`src/rtl/rotate_sequencer.sv`:
```
// Multi-cycle rotate/logical-shift sequencer built around a one-bit step datapath.
// Operands are latched on an accepted START; DONE strobes for one cycle with the result on Y.
module rotate_sequencer #(
    parameter int N  = 8,
    parameter int CW = $clog2(N)
) (
    input  logic          CLK,
    input  logic          RST,
    input  logic          START,
    input  logic          DIR,
    input  logic          SHIFT,
    input  logic [CW-1:0] AMT,
    input  logic [N-1:0]  X,
    output logic [N-1:0]  Y,
    output logic          BUSY,
    output logic          DONE
);

    typedef enum logic [1:0] {
        IDLE   = 2'd0,
        RUN    = 2'd1,
        FINISH = 2'd2
    } state_t;

    state_t        state_q, state_d;
    logic [N-1:0]  y_q, y_d;
    logic [CW-1:0] cnt_q, cnt_d;
    logic          dir_q, dir_d;
    logic          shift_q, shift_d;

    logic          fill_r, fill_l;
    logic [N-1:0]  step_y;

    // Bit wrapped in by a rotate, or zero when shifting.
    assign fill_r = shift_q ? 1'b0 : y_q[0];
    assign fill_l = shift_q ? 1'b0 : y_q[N-1];
    assign step_y = dir_q ? {fill_r, y_q[N-1:1]} : {y_q[N-2:0], fill_l};

    always_ff @(posedge CLK) begin
        if (RST) begin
            state_q <= IDLE;
            y_q     <= '0;
            cnt_q   <= '0;
            dir_q   <= 1'b0;
            shift_q <= 1'b0;
        end else begin
            state_q <= state_d;
            y_q     <= y_d;
            cnt_q   <= cnt_d;
            dir_q   <= dir_d;
            shift_q <= shift_d;
        end
    end

    always_comb begin
        state_d = state_q;
        y_d     = y_q;
        cnt_d   = cnt_q;
        dir_d   = dir_q;
        shift_d = shift_q;
        case (state_q)
            IDLE: begin
                if (START) begin
                    y_d     = X;
                    cnt_d   = AMT;
                    dir_d   = DIR;
                    shift_d = SHIFT;
                    state_d = (AMT != '0) ? RUN : FINISH;
                end
            end
            RUN: begin
                y_d   = step_y;
                cnt_d = cnt_q - CW'(1);
                if (cnt_q == CW'(1)) begin
                    state_d = FINISH;
                end
            end
            FINISH: begin
                state_d = IDLE;
            end
            default: begin
                state_d = IDLE;
            end
        endcase
    end

    always_comb begin
        Y    = y_q;
        BUSY = (state_q != IDLE);
        DONE = (state_q == FINISH);
    end

endmodule
```
`config.mk`:
```
export PLATFORM = sky130hd
export DESIGN_NAME = rotate_sequencer
export DESIGN_NICKNAME = d
export VERILOG_FILES = /design/src/rtl/rotate_sequencer.sv
export SDC_FILE = /design/constraint.sdc
export NUM_CORES = 1
export LEC_CHECK = 0
export ABC_CLOCK_PERIOD_IN_PS = 1400
export BUFFER_PORTS_ARGS = -buffer_cell sky130_fd_sc_hd__buf_4
export CAP_MARGIN = 20
export CORE_MARGIN = 3
export CORE_UTILIZATION = 25
export DETAILED_ROUTE_END_ITERATION = 7
export MAX_ROUTING_LAYER = met4
export PLACE_DENSITY = 0.58
export SLEW_MARGIN = 10
export SYNTH_ARGS = -nofsm -noshare
export SYNTH_HDL_FRONTEND = slang
export SYNTH_SLANG_ARGS = --single-unit
```
`constraint.sdc`:
```
create_clock -name CLK -period 1.4 [get_ports CLK]
set_clock_uncertainty 0.15 [all_clocks]
set_input_delay 0.42 -clock CLK [delete_from_list [all_inputs] [get_ports CLK]]
set_output_delay 0.42 -clock CLK [all_outputs]
set_load 0.01 [all_outputs]
```
==> flow_metrics.tcl, run 1 <==
set metrics [dict create \
    pwr-share-clk_pct 19.3 \
    clockBufferDepth 2 \
    die_width_um 63.7 \
    ys_warn_count 0 \
    p_int_uw 892 \
    cts_tree "yes" \
    first_pass_iters 4 \
    synth_top_area_cell "dfxtp_1" \
    diodes 0 \
    drt-total-wl_um 2660 \
    synth_most_common_cell "dfxtp_1" \
    synth_top_area_share_pct 36.0 \
    end_kind "output port" \
    period_minus_slack_ns 1.57 \
    clkTransAtPathRegs_ns 0.10 \
    fp-row-count 20 \
    fill_cells 328 \
    drive_above_1_share_pct 65.1 \
    power.density_nw_per_um2 931 \
    grt_pass1_vias 890 \
    drc 0 \
    p_leak_nw 0.598 \
    tightest_slew_ns 0.352 \
    cp-start-kind "flop" \
    synth_edf_count 0 \
    synth_cells 103 \
    insertion_delay_ns 0.29 \
    antenna_found_initial 0 \
    root_buffer "clkbuf_4" \
    ios 26 \
    post_drt_wl_per_cell_um 14.0 \
    synth_fp_nets 121 \
    die_h_um 63.7 \
    area_growth_pct 72.7 \
    finalSetupViolations 14 \
    place.gp.congestion 0.755 \
    timing.final.ws_setup_ns -0.167 \
    nNetsFinal 165 \
    numCtsBuffers 3 \
    synth_common_cells "dfxtp_1 (15), nor2_1 (11), nor3_1 (9)" \
    worst_ir_drop_vdd_uv 569 \
    worstSetupPathType "reg -> out" \
    crit_arrival_ns 1.00 \
    vias_per_cell 4.76 \
    syn_area_per_cell_um2 8.09 \
    fmax_mhz 638 \
    clock_sinks 15 \
    dieArea_um2 4060 \
    power_switching_share_pct 33.4 \
    p_switching_uw 447 \
    fin_total_pwr_mw 1.34 \
    drt_iter0_drc 21 \
    rsz0062_at_grt "yes" \
    maxUsedRoutingLayer "met4" \
    final_hold_viol_count 0 \
    fin_util_pct 46.0 \
    path_max_fanout 3 \
    cp_data_required_time_ns 0.83 \
    maxCapViolations 0 \
    violations "negative setup slack" \
    ant_nets 0 \
    synthDistinctLibCells 30 \
    synthTopCellsByArea "dfxtp_1 (36%), a211oi_1 (7.2%), nor2b_1 (6.0%)" \
    dr_total_vias 904 \
    slew_violations 0 \
    finalCritPeriodShare_pct 112 \
    synth_ff_type "dfxtp_1" \
    htree_levels 1 \
    grt-ovfl-total 0 \
    slew_headroom_pct 76.5 \
    min_path_type "in -> reg" \
    synthArstFlopShare_pct 0 \
    ctsHoldBuffers 0 \
    hpwl_um 1670 \
    initial_core_util_pct 26.6 \
    wl_met2_um 1310 \
    routedLengthMet1_um 1200 \
    met3_length_um 148 \
    port_buffers 25 \
    groute.usage.overall_pct 13.4 \
    outcome "complete, but fails checks" \
    grt_first_pass_wirelength_um 4250 \
    share_seq_of_total_power_pct 41.0 \
    coreArea_um2 3130 \
    synth_seq_area_share_pct 36.0 \
    synth-seq-cells 15 \
    comb_power_share_pct 39.8 \
    grt_max_degree 18 \
    synth_area_um2 833 \
]
-- per-stage QoR --
stage               instance area, um2  hold slack (ns)  setup TNS, ns  setup slack (ns)  cells
finish                            1440            0.218          -1.30            -0.167    190
global route                      1440            0.195          -1.87            -0.198    190
CTS                               1250            0.210          -1.23            -0.167    184
detailed placement                1090            0.323         -0.904            -0.164    172
global placement                  1090            0.317         -0.647           -0.0951    172
floorplan                          833            0.296              0           0.00658    103
-- power by group through the flow --
stage / clock [mW] / combinational [mW] / sequential, mW
5_1_grt: 0.291 / 0.579 / 0.558
3_3_place_gp: 0 / 0.349 / 0.548
3_5_place_dp: 0 / 0.357 / 0.550
4_1_cts: 0.264 / 0.421 / 0.542
2_1_floorplan: 0 / 0.208 / 0.540
6_report: 0.258 / 0.533 / 0.548
-- placed cells by master, fill, tap and decap left out, types with 2 or more instances in the layout --
master / count
buf_4: 33
buf_6: 14
dfxtp_2: 7
nor2b_1: 7
inv_1: 6
nor3_1: 6
dfxtp_4: 5
nor2_2: 5
nand2_1: 5
a211oi_2: 4
nor4_2: 4
nor2_1: 4
a211oi_1: 4
nor3_2: 3
nor4_1: 3
a21oi_2: 3
clkbuf_4: 3
dfxtp_1: 3
o211a_1: 2
nor2_4: 2
nand2_2: 2
ha_1: 2
-- area by class of cell --
class / count / area [um2] / area share, %
Clock buffer: 3 / 22.5 / 1.57
Clock inverter: 1 / 5.00 / 0.348
Inverter: 6 / 22.5 / 1.57
Multi-Input combinational cell: 74 / 601 / 41.7
Sequential cell: 15 / 328 / 22.8
Tap cell: 44 / 55.1 / 3.83
Timing Repair Buffer: 47 / 405 / 28.2
-- registers in the layout, summed over array words and instances (netlist names) --
| name | cells |
|---|---|
| Y | 8 |
| cnt_q | 3 |
| state_q | 2 |
| dir_q | 1 |
| shift_q | 1 |
-- metal layers --
layer | track usage, % | up-vias
li1 | - | 453
met1 | 16.8 | 425
met2 | 21.0 | 24
met3 | 4.92 | 2
met4 | 2.43 | 0
met5 | - | -
-- critical path: stages, from the launching register on --
cell and delay, ns:
dfxtp_4 0.36, or2_4 0.24, buf_6 0.12
-- final timing paths --
kind	cells past startpoint	endpoint	slack [ns]	from
setup / recovery	2	BUSY	-0.17	state_q[1]$_SDFFE_PP0P_
hold / removal	3	dir_q$_SDFFE_PP0P_	0.22	DIR
setup reg to reg	6	Y[2]$_SDFFE_PP0P_	-0.14	state_q[0]$_SDFFE_PP0P_
hold reg to reg	1	cnt_q[0]$_SDFFE_PP0P_	0.32	cnt_q[0]$_SDFFE_PP0P_
-- kinds of logic (layout without fill, tap and decap cells) --
logic type / Yosys count / count (layout) / share of synthesized area, %
buffers and inverters: 14 / 57 / 8.56
AND/OR/NAND/NOR: 50 / 50 / 32.6
AO/OA/AOI/OAI: 21 / 21 / 18.6
adder cells (fa/ha/maj): 2 / 2 / 3.00
flip-flops: 15 / 15 / 36.0
multiplexers: 1 / 1 / 1.20
-- repair_timing --
| item | CTS | global route |
|---|---|---|
| pin swaps | 1 | 15 |
| resized for setup | 27 | 42 |
| buffers inserted | 7 | 6 |
| gates cloned | 1 | 0 |
| endpoints found under the hold margin | 0 | 0 |
| setup endpoints to repair | 19 | 20 |
Note: power is estimated with default switching activity, not from simulation.
==> run 2: changes to the inputs <==
- REMOVE_ABC_BUFFERS: unset -> 1
==> flow_metrics.tcl, run 2 (synthesized netlist as in run 1, its figures left out) <==
set metrics [dict create \
    outcome "complete, but fails checks" \
    violations "negative setup slack" \
    final_hold_viol_count 0 \
    post_drt_wl_per_cell_um 13.0 \
    p_int_uw 867 \
    insertion_delay_ns 0.30 \
    clock_sinks 15 \
    numCtsBuffers 3 \
    path_max_fanout 3 \
    finalCritPeriodShare_pct 113 \
    p_switching_uw 414 \
    grt_pass1_vias 877 \
    antenna_found_initial 0 \
    initial_core_util_pct 26.6 \
    end_kind "output port" \
    hp-start "SHIFT" \
    worstSetupPathType "reg -> out" \
    fmax_mhz 633 \
    final_cell_mix "buf_4 (35), nor2_1 (11), dfxtp_2 (8), nor2b_1 (8), a211oi_1 (8)" \
    fp-row-count 20 \
    comb_power_share_pct 37.1 \
    cts_tree "yes" \
    period_minus_slack_ns 1.58 \
    cp-start-kind "flop" \
    diodes 0 \
    htree_levels 1 \
    drive_above_1_share_pct 49.7 \
    drt_iter0_drc 31 \
    die_h_um 63.7 \
    ctsHoldBuffers 0 \
    slew_headroom_pct 60.8 \
    fin_cells 187 \
    place.gp.congestion 0.744 \
    holdWs_ns 0.235 \
    post-place-ws_ns -0.172 \
    finalSetupViolations 14 \
    root_buffer "clkbuf_4" \
    dp.cells 175 \
    fin_util_pct 42.0 \
    reg2reg_from "state_q[1]$_SDFFE_PP0P_" \
    grt_first_pass_wirelength_um 4090 \
    grt-ovfl-total 0 \
    rsz0062_at_grt "yes" \
    crit_arrival_ns 1.01 \
    cp-startpoint "state_q[1]$_SDFFE_PP0P_" \
    dieArea_um2 4060 \
    ios 26 \
    power_switching_share_pct 32.3 \
    tightest_slew_ns 0.588 \
    die_width_um 63.7 \
    hpwl_um 1690 \
    slew_violations 0 \
    layout_commonest_cell "buf_4" \
    p_leak_nw 0.561 \
    coreArea_um2 3130 \
    layout.area.seq_um2 322 \
    fill_cells 335 \
    ant_nets 0 \
    cp_data_required_time_ns 0.83 \
    multi_input_area_um2 522 \
    drt-total-wl_um 2430 \
    first_pass_iters 3 \
    largest_register_ffs 8 \
    maxCapViolations 0 \
    dr_total_vias 886 \
    port_buffers 25 \
    drc 0 \
    fin_total_pwr_mw 1.28 \
    vias_per_cell 4.74 \
    worst_ir_drop_vdd_uv 392 \
    nNetsFinal 162 \
    timing.final.ws_setup_ns -0.181 \
    clkTransAtPathRegs_ns 0.10 \
    groute.usage.overall_pct 13.2 \
    min_path_type "in -> reg" \
    clockBufferDepth 2 \
    pwr-share-clk_pct 20.5 \
    share_seq_of_total_power_pct 42.4 \
    area_growth_pct 57.5 \
    power.density_nw_per_um2 976 \
    grt_max_degree 18 \
]
## run 2: what timing repair did
action | 4_1_cts | 5_1_grt
hold endpoints to repair | 0 | 0
pin swaps | 2 | 6
endpoints found under the setup margin | 17 | 21
buffers inserted | 3 | 4
resized for setup | 22 | 16
cloned | 1 | 0
## run 2: worst paths after layout
| path | endpoint | slack, ns | cells after the start |
|---|---|---|---|
| min reg2reg | cnt_q[0]$_SDFFE_PP0P_ | 0.32 | 1 |
| max reg2reg | Y[6]$_SDFFE_PP0P_ | -0.11 | 5 |
| max | BUSY | -0.18 | 2 |
| min | shift_q$_SDFFE_PP0P_ | 0.24 | 3 |
## run 2: routing by layer
| layer | global-route usage [%] | vias up | part of all wire [%] |
|---|---|---|---|
| met3 | 3.69 | 4 | 3.1 |
| met2 | 20.9 | 15 | 49 |
| met1 | 16.0 | 415 | 46 |
| met4 | 5.39 | 0 | 1.5 |
| met5 | - | - | 0 |
| li1 | - | 452 | - |
## run 2: area by class of cell
type,count,share of cell area (%)
Inverter,6,1.72
Sequential cell,15,24.5
Timing Repair Buffer,43,27.8
Multi-Input combinational cell,75,39.8
Tap cell,44,4.19
Clock buffer,4,2.00
## run 2: power by group through the flow
stage                     logic (mW)  clock network (mW)  registers, mW
final                          0.475               0.263          0.543
after global routing           0.522               0.294          0.553
after CTS                      0.431               0.267          0.538
after detailed placement       0.375                   0          0.550
after global placement         0.366                   0          0.548
after floorplan                0.175                   0          0.551
## run 2: worst max-delay path, stage by stage, from the launching register on
cell and delay, ns:
dfxtp_4 0.36, or2_4 0.24, buf_6 0.12
## run 2: per-stage QoR
step	setup TNS, ns	instance area (um2)
floorplan	-0.0530	785
global placement	-0.906	1120
detailed placement	-1.18	1120
CTS	-0.776	1240
global route	-2.29	1310
finish	-1.06	1310
==> run 3: changes to the inputs <==
- BUFFER_PORTS_ARGS: -buffer_cell sky130_fd_sc_hd__buf_4 -> -buffer_cell sky130_fd_sc_hd__buf_2
- SKIP_LAST_GASP: unset -> 1
==> flow_metrics.tcl, run 3 (synthesized netlist as in run 1, its figures left out) <==
set metrics [dict create \
    groute.usage.overall_pct 13.0 \
    path_buf_inv 1 \
    fp-row-count 20 \
    drc 0 \
    grt_first_pass_wirelength_um 4070 \
    cp_top_family "flip-flops" \
    cts_tree "yes" \
    tns_ns -0.894 \
    clockBufferDepth 2 \
    nNetsFinal 162 \
    ant_nets 0 \
    die_width_um 63.7 \
    final_cell_mix "buf_2 (23), buf_4 (12), nor2_1 (10)" \
    coreArea_um2 3130 \
    fin_total_pwr_mw 1.25 \
    drive_above_1_share_pct 55.9 \
    path_max_fanout 2 \
    cp_cell_sequence "or2_4 -> buf_6" \
    end_kind "output port" \
    min_delay_path_depth 3 \
    ios 26 \
    maxCapViolations 0 \
    htree_levels 1 \
    max_stage_delay_ns 0.36 \
    initial_core_util_pct 26.6 \
    hpwl_um 1620 \
    ctsHoldBuffers 0 \
    clock_sinks 15 \
    rr_worst_depth 6 \
    slew_headroom_pct 79.6 \
    diodes 0 \
    layout_commonest_cell "buf_2" \
    post_drt_wl_per_cell_um 13.2 \
    finalCritPeriodShare_pct 112 \
    outcome "complete, but fails checks" \
    first_pass_iters 3 \
    grt_pass1_vias 895 \
    clkTransAtPathRegs_ns 0.10 \
    slew_violations 0 \
    min_path_type "in -> reg" \
    grt-ovfl-total 0 \
    root_buffer "clkbuf_4" \
    rsz0062_at_grt "yes" \
    antenna_found_initial 0 \
    drt_iter0_drc 34 \
    cp_data_required_time_ns 0.83 \
    fill_cells 327 \
    grt_max_degree 18 \
    place.gp.congestion 0.721 \
    die_h_um 63.7 \
    dr_total_vias 904 \
    finalSetupViolations 12 \
    p_leak_nw 0.555 \
    tightest_slew_ns 0.303 \
    holdWs_ns 0.209 \
    insertion_delay_ns 0.29 \
    final_hold_viol_count 0 \
    period_minus_slack_ns 1.57 \
    area_growth_pct 52.9 \
    timing.final.ws_setup_ns -0.171 \
    power.density_nw_per_um2 980 \
    cp-start-kind "flop" \
    vias_per_cell 4.83 \
    largest_register_ffs 8 \
    dieArea_um2 4060 \
    worstSetupPathType "reg -> out" \
    drt-total-wl_um 2470 \
    worst_ir_drop_vdd_uv 294 \
    port_buffers 25 \
    fmax_mhz 637 \
    crit_arrival_ns 1.00 \
    numCtsBuffers 3 \
    crit_slowest_cell "dfxtp_4" \
    violations "negative setup slack" \
    cp.depth 2 \
]
run 3: report_power, final:
part	internal (mW)	total, mW	leakage, nW	switching (mW)
clock	0.106	0.259	0.0177	0.152
sequential	0.486	0.546	0.129	0.0594
combinational	0.240	0.444	0.408	0.204
run 3: layer usage:
metal / global-route usage, % / share of wire, % / vias to the layer above
li1: - / - / 454
met1: 15.8 / 46 / 425
met2: 20.7 / 48 / 20
met3: 3.87 / 4.2 / 5
met4: 4.04 / 1.8 / 0
met5: - / 0 / -
run 3: tightest hold or removal path, delay by kind of cell:
kind,cells,cell delay (ns)
simple gates,1,0.06
buf+inv,1,0.09
compound gates,1,0.05
run 3: final timing paths:
path | startpoint | endpoint | slack [ns]
setup reg to reg | state_q[0]$_SDFFE_PP0P_ | Y[2]$_SDFFE_PP0P_ | -0.11
hold / removal | DIR | dir_q$_SDFFE_PP0P_ | 0.21
setup / recovery | state_q[0]$_SDFFE_PP0P_ | BUSY | -0.17
hold reg to reg | cnt_q[0]$_SDFFE_PP0P_ | cnt_q[0]$_SDFFE_PP0P_ | 0.34
run 3: what timing repair did:
action,4_1_cts,5_1_grt
gates cloned,1,0
resized for setup,21,26
pin swaps,8,5
setup buffers,7,4
setup endpoints to repair,14,23
run 3: layout make-up:
type	instances	area, um2	area share (%)
clock inverters	1	5.00	0.393
well taps	44	55.1	4.32
clock buffers	3	22.5	1.77
inverters	6	22.5	1.77
multi-input cells	75	547	42.9
flip-flops and latches	15	323	25.3
repair buffers	43	299	23.5
run 3: metrics by stage:
stage          util (%)  setup slack (ns)  area (um2)  instances
6_report           40.7            -0.171        1270        187
2_1_floorplan         -           -0.0530         785         95
5_1_grt            40.7            -0.215        1270        187
3_3_place_gp       32.8            -0.103        1020        172
4_1_cts            37.6            -0.176        1180        184
3_5_place_dp       32.8            -0.149        1020        172
